<file path="config.mk">
export PLATFORM = sky130hd
export DESIGN_NAME = uart_cmd_tx_flat
export DESIGN_NICKNAME = d
export VERILOG_FILES = /design/src/rtl/uart_link_pkg.sv /design/src/rtl/uart_cmd_tx_if.sv /design/src/rtl/uart_tx_byte.sv /design/src/rtl/uart_cmd_tx.sv /design/src/flat_wrapper.sv
export SDC_FILE = /design/constraint.sdc
export NUM_CORES = 1
export LEC_CHECK = 0
export CAP_MARGIN = 30
export CORE_MARGIN = 5
export CORE_UTILIZATION = 58
export DETAILED_ROUTE_END_ITERATION = 16
export PLACE_DENSITY = 0.85
export SLEW_MARGIN = 20
export SYNTH_ARGS = -nofsm -noshare
export SYNTH_HDL_FRONTEND = slang
export SYNTH_SLANG_ARGS = --single-unit
export TNS_END_PERCENT = 5
</file>
<file path="constraint.sdc">
create_clock -name clk -period 3.1 [get_ports clk]
set_clock_uncertainty 0.1 [all_clocks]
set_input_delay 0.62 -clock clk [delete_from_list [all_inputs] [get_ports clk]]
set_output_delay 0.62 -clock clk [all_outputs]
set_load 0.05 [all_outputs]
</file>
<file path="src/rtl/uart_link_pkg.sv">
// uart_link_pkg: opcodes, command encodings and default link rates shared by both ends of the UART link
package uart_link_pkg;

    localparam int DEF_CLK_FREQ = 10000;
    localparam int DEF_BAUD     = 1000;

    localparam logic [7:0] OP_SET_HIGH  = 8'hA1;
    localparam logic [7:0] OP_SET_LOW   = 8'hA2;
    localparam logic [7:0] OP_SEND_CTRL = 8'hA3;

    typedef enum logic [1:0] {
        CMD_SET_HIGH  = 2'd0,
        CMD_SET_LOW   = 2'd1,
        CMD_SEND_CTRL = 2'd2,
        CMD_RSVD      = 2'd3
    } cmd_op_e;

    typedef enum logic [1:0] {
        ST_IDLE,
        ST_OP_BYTE,
        ST_DATA_BYTE,
        ST_DONE
    } tx_state_e;

    // Wire opcode for a command; the reserved op never reaches the wire.
    function automatic logic [7:0] op_byte(input logic [1:0] op);
        return op == CMD_SET_HIGH ? OP_SET_HIGH :
               op == CMD_SET_LOW  ? OP_SET_LOW  : OP_SEND_CTRL;
    endfunction

    // Streaming control carries only the enable bit; thresholds go out verbatim.
    function automatic logic [7:0] data_byte(input logic [1:0] op, input logic [7:0] d);
        return op == CMD_SEND_CTRL ? {7'b0, d[0]} : d;
    endfunction

endpackage

</file>
<file path="src/rtl/uart_cmd_tx_if.sv">
// uart_cmd_tx_if: valid/ready command channel into the UART command transmitter
interface uart_cmd_tx_if;

    logic       cmd_valid;
    logic       cmd_ready;
    logic [1:0] cmd_op;
    logic [7:0] cmd_data;

    modport master (output cmd_valid, cmd_op, cmd_data, input cmd_ready);
    modport slave  (input cmd_valid, cmd_op, cmd_data, output cmd_ready);

endinterface

</file>
<file path="src/rtl/uart_tx_byte.sv">
// uart_tx_byte: 8N1 serializer; a load starts a byte immediately, byte_done flags the last stop-bit cycle
module uart_tx_byte #(
    parameter int BIT_CYC = 10
) (
    input  logic       clk,
    input  logic       rst,
    input  logic       ld,
    input  logic [7:0] byte_in,
    output logic       tx,
    output logic       byte_done
);

    localparam int             CW   = BIT_CYC > 1 ? $clog2(BIT_CYC) : 1;
    localparam logic [CW-1:0]  LAST = CW'(BIT_CYC - 1);

    logic          active;
    logic [CW-1:0] baud_cnt;
    logic [3:0]    bit_cnt;
    logic [8:0]    sh;
    logic          bit_end;

    assign bit_end   = active && baud_cnt == LAST;
    assign byte_done = bit_end && bit_cnt == 4'd9;

    // A load wins over the end of the previous stop bit so bytes chain with no gap.
    always_ff @(posedge clk or posedge rst) begin
        if (rst) begin
            tx       <= 1'b1;
            active   <= 1'b0;
            baud_cnt <= '0;
            bit_cnt  <= '0;
            sh       <= '1;
        end else if (ld) begin
            tx       <= 1'b0;
            active   <= 1'b1;
            baud_cnt <= '0;
            bit_cnt  <= '0;
            sh       <= {1'b1, byte_in};
        end else if (active) begin
            baud_cnt <= bit_end ? '0 : baud_cnt + 1'b1;
            if (bit_end) begin
                bit_cnt <= byte_done ? 4'd0 : bit_cnt + 4'd1;
                active  <= !byte_done;
                tx      <= byte_done ? 1'b1 : sh[0];
                sh      <= {1'b1, sh[8:1]};
            end
        end
    end

endmodule

</file>
<file path="src/rtl/uart_cmd_tx.sv">
// uart_cmd_tx: accepts one command per handshake and sends it as an opcode byte plus a data byte
module uart_cmd_tx
    import uart_link_pkg::*;
#(
    parameter int CLK_FREQ = DEF_CLK_FREQ,
    parameter int BAUD     = DEF_BAUD
) (
    input  logic          clk,
    input  logic          rst,
    uart_cmd_tx_if.slave  cmd,
    output logic          tx,
    output logic          busy,
    output logic          done,
    output logic          err
);

    localparam int BIT_CYC = CLK_FREQ / BAUD;

    tx_state_e  state, state_d;
    logic [7:0] data_q;
    logic [7:0] byte_in;
    logic       accept, launch, ld, byte_done;

    assign cmd.cmd_ready = state == ST_IDLE;
    assign accept        = cmd.cmd_valid && cmd.cmd_ready;
    assign launch        = accept && cmd.cmd_op != CMD_RSVD;
    assign ld            = launch || (state == ST_OP_BYTE && byte_done);
    assign byte_in       = state == ST_IDLE ? op_byte(cmd.cmd_op) : data_q;
    assign busy          = state == ST_OP_BYTE || state == ST_DATA_BYTE;
    assign done          = state == ST_DONE;

    uart_tx_byte #(.BIT_CYC(BIT_CYC)) u_byte (
        .clk       (clk),
        .rst       (rst),
        .ld        (ld),
        .byte_in   (byte_in),
        .tx        (tx),
        .byte_done (byte_done)
    );

    // Frame sequencing state register.
    always_ff @(posedge clk or posedge rst) begin
        if (rst) state <= ST_IDLE;
        else     state <= state_d;
    end

    // Next state: opcode byte, then data byte, then a one-cycle done.
    always_comb begin
        state_d = state;
        case (state)
            ST_IDLE:      state_d = launch ? ST_OP_BYTE : ST_IDLE;
            ST_OP_BYTE:   state_d = byte_done ? ST_DATA_BYTE : ST_OP_BYTE;
            ST_DATA_BYTE: state_d = byte_done ? ST_DONE : ST_DATA_BYTE;
            default:      state_d = ST_IDLE;
        endcase
    end

    // Capture the data byte at accept; flag a rejected reserved op the following cycle.
    always_ff @(posedge clk or posedge rst) begin
        if (rst) begin
            data_q <= '0;
            err    <= 1'b0;
        end else begin
            err <= accept && cmd.cmd_op == CMD_RSVD;
            if (accept) data_q <= data_byte(cmd.cmd_op, cmd.cmd_data);
        end
    end

endmodule

</file>
<file path="src/flat_wrapper.sv">
// flat-port wrapper written by rule: the top's interface ports become plain ports
module uart_cmd_tx_flat import uart_link_pkg::*;
#(
    parameter int CLK_FREQ = DEF_CLK_FREQ,
    parameter int BAUD     = DEF_BAUD
)
  (clk, rst, tx, busy, done, err, cmd_cmd_valid, cmd_cmd_op, cmd_cmd_data, cmd_cmd_ready);
  uart_cmd_tx_if cmd_i ();
  input  logic clk;
  input  logic rst;
  output logic tx;
  output logic busy;
  output logic done;
  output logic err;
  input wire logic [$bits(cmd_i.cmd_valid)-1:0] cmd_cmd_valid;
  input wire logic [$bits(cmd_i.cmd_op)-1:0] cmd_cmd_op;
  input wire logic [$bits(cmd_i.cmd_data)-1:0] cmd_cmd_data;
  output wire logic [$bits(cmd_i.cmd_ready)-1:0] cmd_cmd_ready;
  assign cmd_i.cmd_valid = cmd_cmd_valid;
  assign cmd_i.cmd_op = cmd_cmd_op;
  assign cmd_i.cmd_data = cmd_cmd_data;
  assign cmd_cmd_ready = cmd_i.cmd_ready;
  uart_cmd_tx #(.CLK_FREQ(CLK_FREQ), .BAUD(BAUD)) u_core (.clk(clk), .rst(rst), .cmd(cmd_i), .tx(tx), .busy(busy), .done(done), .err(err));
endmodule
</file>
Word level (Yosys, flattened, before mapping)

Cells that the tools add are included.

Bits in registers: 30
Input bits: 13
Output and inout bits: 5
Word-level logic and storage cells: 58

Add/subtract/negate cells: 2
Eq/ne operators: 9
Muxes and demuxes: 25
Reductions and logical operators: 14

Operators by type and width:

| kind                | count |
|---|---|
| $mux 4              | 7 |
| $mux 9              | 3 |
| $mux 8              | 3 |
| $mux 1              | 10 |
| $add 4x1->4 const B | 2 |
| $eq 2x2->1 const B  | 4 |
| $eq 4x4->1 const B  | 2 |
| $logic_and 1x1->1   | 6 |
| $pmux 2 s3          | 1 |
| $eq 2x1->1 const B  | 2 |
| $logic_not 2->1     | 2 |
| $reduce_bool 2->1   | 2 |
| $logic_or 1x1->1    | 2 |
| $mux 2              | 1 |
| $ne 2x2->1 const B  | 1 |
| $reduce_and 2->1    | 1 |
| $logic_not 1->1     | 1 |

Logic depth before layout (Yosys ltp)

Depth after elaboration: 7
Mapped depth: 6
Mapped depth without buffers: 5

Cells and area by module

A second synthesis with hierarchy kept.

Cell total of the unflattened synthesis: 139
Area total of the unflattened synthesis: 1,500.2 sq um

Modules (own cells, without submodules):

| module       | times used | cells an instance | area each (sq um) | sequential area each (sq um) |
|---|---|---|---|---|
| uart_tx_byte | 1          | 90                | 934.6             | 461.7 |
| uart_cmd_tx  | 1          | 49                | 565.5             | 275.3 |

Worst setup path before layout

No wires, ideal clock.

Path type: reg-to-reg
Start: register u_core.state[1]
End: register u_core.u_byte.sh[0]
Library setup time: 0.075 ns
Arrival time: 1.915 ns
Data required time: 2.925 ns
Setup slack: 1.010 ns
Stages on the path, launching flop included: 7
Path buffers: 1
Period minus slack after synthesis: 2.090 ns
Cell sequence: dfrtp_1 inv_1 ha_1 nand2_1 o22ai_1 buf_2 mux2i_1

Word-level cells in the longest chain between the ends: 6
Elaborated cells between the ends (all ways): 11
Those cells by class: 1 x eq/ne; 2 x mux; 8 x reduce/logical

Ends and longest elaborated chain:

| element                     | RTL line           | RTL |
|---|---|---|
| start: declaration          | uart_cmd_tx.sv:19  | `tx_state_e state, state_d;` |
| start signal: assignment    | uart_cmd_tx.sv:44  | `else state <= state_d;` |
| $logic_not 2->1 *           | uart_cmd_tx.sv:24  | `assign cmd.cmd_ready = state == ST_IDLE;` |
| net cmd_cmd_ready           | flat_wrapper.sv:18 | `output wire logic [$bits(cmd_i.cmd_ready)-1:0] cmd_cmd_ready;` |
| $logic_and 1x1->1           | uart_cmd_tx.sv:25  | `assign accept = cmd.cmd_valid && cmd.cmd_ready;` |
| $logic_and 1x1->1           | uart_cmd_tx.sv:26  | `assign launch = accept && cmd.cmd_op != CMD_RSVD;` |
| $logic_or 1x1->1            | uart_cmd_tx.sv:27  | `assign ld = launch \|\| (state == ST_OP_BYTE && byte_done);` |
| $reduce_bool 2->1 (no line) | --                 |  |
| $reduce_and 2->1 (no line)  | --                 |  |
| end signal: assignment      | uart_tx_byte.sv:38 | `sh <= {1'b1, byte_in};` |
| end signal: assignment      | uart_tx_byte.sv:45 | `sh <= {1'b1, sh[8:1]};` |
| end: declaration            | uart_tx_byte.sv:19 | `logic [8:0] sh;` |

Mark *: on every way through the listed nets, which the timed path passes. The rest lies on a longest branch.
A chain may end at the register's enable or synchronous reset.

Final worst setup path

Start: register u_core.state[1]
End: output cmd_cmd_ready

Word-level cells in the longest chain between the ends: 1

Ends and longest elaborated chain:

| element          | RTL line |
|---|---|
| $logic_not 2->1  | uart_cmd_tx.sv:24 |
| end: declaration | flat_wrapper.sv:18 |

Every way passes these cells.

==> run summary <==
SETUP PATH
--------------------------------------------------------------------------------------------------------
Slowest cell delay on critical path                                                              0.86 ns
R2r worst-path depth                                                                                   5
Data required, critical path                                                                     2.38 ns
Category of the worst setup path capture point                                                output pin
Class of the most critical setup path                                                            reg2out
Reg-to-reg setup timing slack                                                                    0.99 ns
Crit start category                                                                             register
Largest fanout on the critical path                                                                    8
Critical R2R Capture                                                                        u_core.state[0]
Slowest cell on the critical path                                                           sky130_fd_sc_hd__clkdlybuf4s50_1
Worst r2r src                                                                               u_core.state[1]
Worst Path Arrival                                                                               2.05 ns
Critical path, cell by cell                                                                 inv_1 > ha_1 > clkdlybuf4s50_1

DRT
--------------------------------------------------------------------------------------------------------
First-iteration detailed-routing DRC count                                                            32
Detailed-router iteration count before antenna repair                                                  4
Routed length on met1                                                                            1259 µm
Detail Route met3 WL                                                                              160 µm
Post-route ant nets                                                                                    0
Uppermost metal layer occupied by signal nets                                                       met4
Total Wirelength                                                                                 2910 µm
Post-detailed-route via-to-cell ratio                                                              5.796
Per-cell routed wire length                                                                     15.65 µm
Total DRC errors in the routed layout                                                                  0
Vias                                                                                                1078
Detailed-routed wire length on met2                                                              1435 µm

FLOORPLAN
--------------------------------------------------------------------------------------------------------
Placement row count                                                                                   18
Area of the die                                                                             0.003660 mm²
Die Width                                                                                       60.50 µm
I/O pins                                                                                              18
Initial Util                                                                                      60.24%
Vert. Die Dim                                                                                   60.50 µm
Core area                                                                                   0.002455 mm²

POWER
--------------------------------------------------------------------------------------------------------
Total power per unit cell area                                                              700.9 mW/mm²
Largest voltage drop on the vdd net                                                             482.2 µV
Leakage component of the power                                                                 0.7718 nW

STA
--------------------------------------------------------------------------------------------------------
Slew margin rel.                                                                                  62.61%
Unrepaired setup endpoints after global routing                                                    false
Post-layout min period                                                                          2.771 ns
Slew Viols, Final                                                                                      0
Part of the cycle the worst path needs                                                            89.39%
Worst Hold Margin                                                                              0.3982 ns
Endpoints failing setup                                                                                0
Post-route setup TNS                                                                                0 ns
Fmax                                                                                           360.9 MHz
Worst Tran Pin Value                                                                           0.5588 ns
Number of hold violations in the final report                                                          0

GRT
--------------------------------------------------------------------------------------------------------
Global-route wire length before repair                                                           4954 µm
Congestion Overflow GR                                                                                 0
Overall track demand over capacity in global routing                                              19.05%
Number of antenna violations at the first check in global routing                                      0
Vias in the first global route                                                                      1117
Maximum number of pins on one net before global-route repair                                          26

PLACE
--------------------------------------------------------------------------------------------------------
Weighted congestion reported at the end of routability-driven placement                           0.7607
Detailed Place HPWL                                                                              2140 µm
Total of buffers placed on input and output ports                                                     17

CTS
--------------------------------------------------------------------------------------------------------
TritonCTS clock tree                                                                                 yes
Hold bufs inserted after CTS                                                                           0
Post-CTS clock slew at the launch and capture registers of the worst setup and hold paths        0.09 ns
Buffer type at the clock tree root                                                          sky130_fd_sc_hd__clkbuf_4
Number of gates resized after cts                                                                      0
Buffer depth of the longest clock path                                                                 2
# clock sinks                                                                                         29
H-tree Lvls                                                                                            2
Number of buffers created by CTS                                                                       5
Number of setup buffers added after CTS                                                                0
Insertion delay to the later sink of the worst-skew pair                                         0.33 ns

WORST HOLD PATH
--------------------------------------------------------------------------------------------------------
Classification of the worst-slack hold path                                                     in2async

LOGIC SYNTHESIS
--------------------------------------------------------------------------------------------------------
Synth Cell Area                                                                             0.001479 mm²
Synthesized instance count                                                                           132
Per-instance average area after synthesis                                                      11.20 µm²
Sequential area share after synthesis                                                             49.83%
Post-synthesis sequential element count                                                               29
Warning count from the yosys run                                                                       0
Nets in the synthesized netlist                                                                      154
Unique cell type count in the Yosys netlist                                                           34

RUN
--------------------------------------------------------------------------------------------------------
Maxcap violations                                                                                      0

RUN STATUS
--------------------------------------------------------------------------------------------------------
Run status                                                                                  finished, final reports clean

CELLS AND AREA
--------------------------------------------------------------------------------------------------------
Final-stage net count                                                                                177
Diode count                                                                                            0
Area growth from synthesis to final layout                                                        20.39%
Commonest non-fill, non-tap cell in the layout                                              sky130_fd_sc_hd__dfrtp_1
Top library cells by usage in the layout, fill and taps aside                               20 x sky130_fd_sc_hd__dfrtp_1, 17 x sky130_fd_sc_hd__clkdlybuf4s50_1, 10 x sky130_fd_sc_hd__mux2i_1
Proportion of layout cells with a drive suffix above 1                                            15.38%

==> worst max-delay path: cells and delay by family, from the launching register on <==
family | cells | cell delay (ns)
fa+ha+maj | 1 | 0.31
buf+inv | 2 | 0.98
flops | 1 | 0.43
==> worst max-delay path by stage <==
stage / startpoint / endpoint / slack, ns
6_report: u_core.state[1] / cmd_cmd_ready / 0.33
5_1_grt: u_core.state[1] / cmd_cmd_ready / 0.23
4_1_cts: u_core.state[1] / cmd_cmd_ready / 0.31
3_5_place_dp: u_core.state[1] / cmd_cmd_ready / 0.70
3_3_place_gp: u_core.state[1] / cmd_cmd_ready / 0.74
2_1_floorplan: u_core.state[1] / u_core.u_byte.sh[0] / 1.01
==> flip-flops by register name, summed over array words and instances (netlist names) <==
register	count
u_core.err	1
u_core.u_byte.baud_cnt	4
u_core.u_byte.bit_cnt	4
u_core.u_byte.active	1
u_core.u_byte.tx	1
u_core.u_byte.sh	8
u_core.state	2
u_core.data_q	8
==> final cells by class <==
cell class | instances | area (µm²)
Inverter | 9 | 33.78
Sequential cell | 29 | 737.0
Fill cell | 169 | 674.4
Tap cell | 30 | 37.54
Timing Repair Buffer | 21 | 220.2
Clock inverter | 1 | 5.005
Multi-Input combinational cell | 89 | 681.9
Clock buffer | 7 | 65.06
==> report_power, final <==
| part | switching (mW) | total [mW] | internal [mW] | leakage, nW |
|---|---|---|---|---|
| clock network | 0.133 | 0.264 | 0.131 | 0.0413 |
| logic | 0.173 | 0.363 | 0.189 | 0.385 |
| registers | 0.0941 | 0.621 | 0.527 | 0.345 |
==> routing by layer <==
layer,global-route usage (%),vias to the layer above
met4,8.669,0
met3,8.298,6
met1,21.89,516
met5,0,-
met2,30.86,27
li1,-,529
==> cells by family after synthesis <==
family	synth area share, %
and+or+nand+nor	14.64
AOI/OAI and AO/OA	16.33
adders and majority gates	7.614
buffers and inverters	4.060
DFF	49.83
muxes	7.530
==> through the flow <==
stage	setup WS (ns)	util, %	total power, mW	instance area (µm²)	std cells
global placement	0.7419	68.55	0.9572	1683	177
detailed placement	0.7009	68.55	0.9873	1683	177
global route	0.2255	72.53	1.331	1780	186
CTS	0.3059	71.41	1.252	1753	185
floorplan	1.010	-	0.8797	1479	132
finish	0.3289	72.53	1.248	1780	186
==> Yosys cell counts, drive strengths merged <==
cell     number  share of area, %
dfstp         9                16
mux2i        10               6.8
nor2          3              0.76
o311a         1              0.68
nand3b        5               2.5
and2          1              0.42
nand2b        3               1.3
ha            9               7.6
mux2          1              0.76
a31oi         2              0.85
nor2b         1              0.42
clkbuf        1              0.25
a22o          7               4.1
o21ai         5               1.7
nand4b        2               2.2
o221ai        1              0.59
and4b         2               1.4
a21oi         9               3.0
nor3          1              0.34
o22ai         3               1.3
buf           4               1.5
a21boi        1              0.51
o32a          1              0.68
nand3         2              0.68
a21o          1              0.51
o2bb2ai       4               2.4
or4b          1              0.68
nand2         9               2.3
or3           3               1.3
inv           9               2.3
or2           1              0.42
dfrtp        20                34
(Power assumes the default switching activity.)
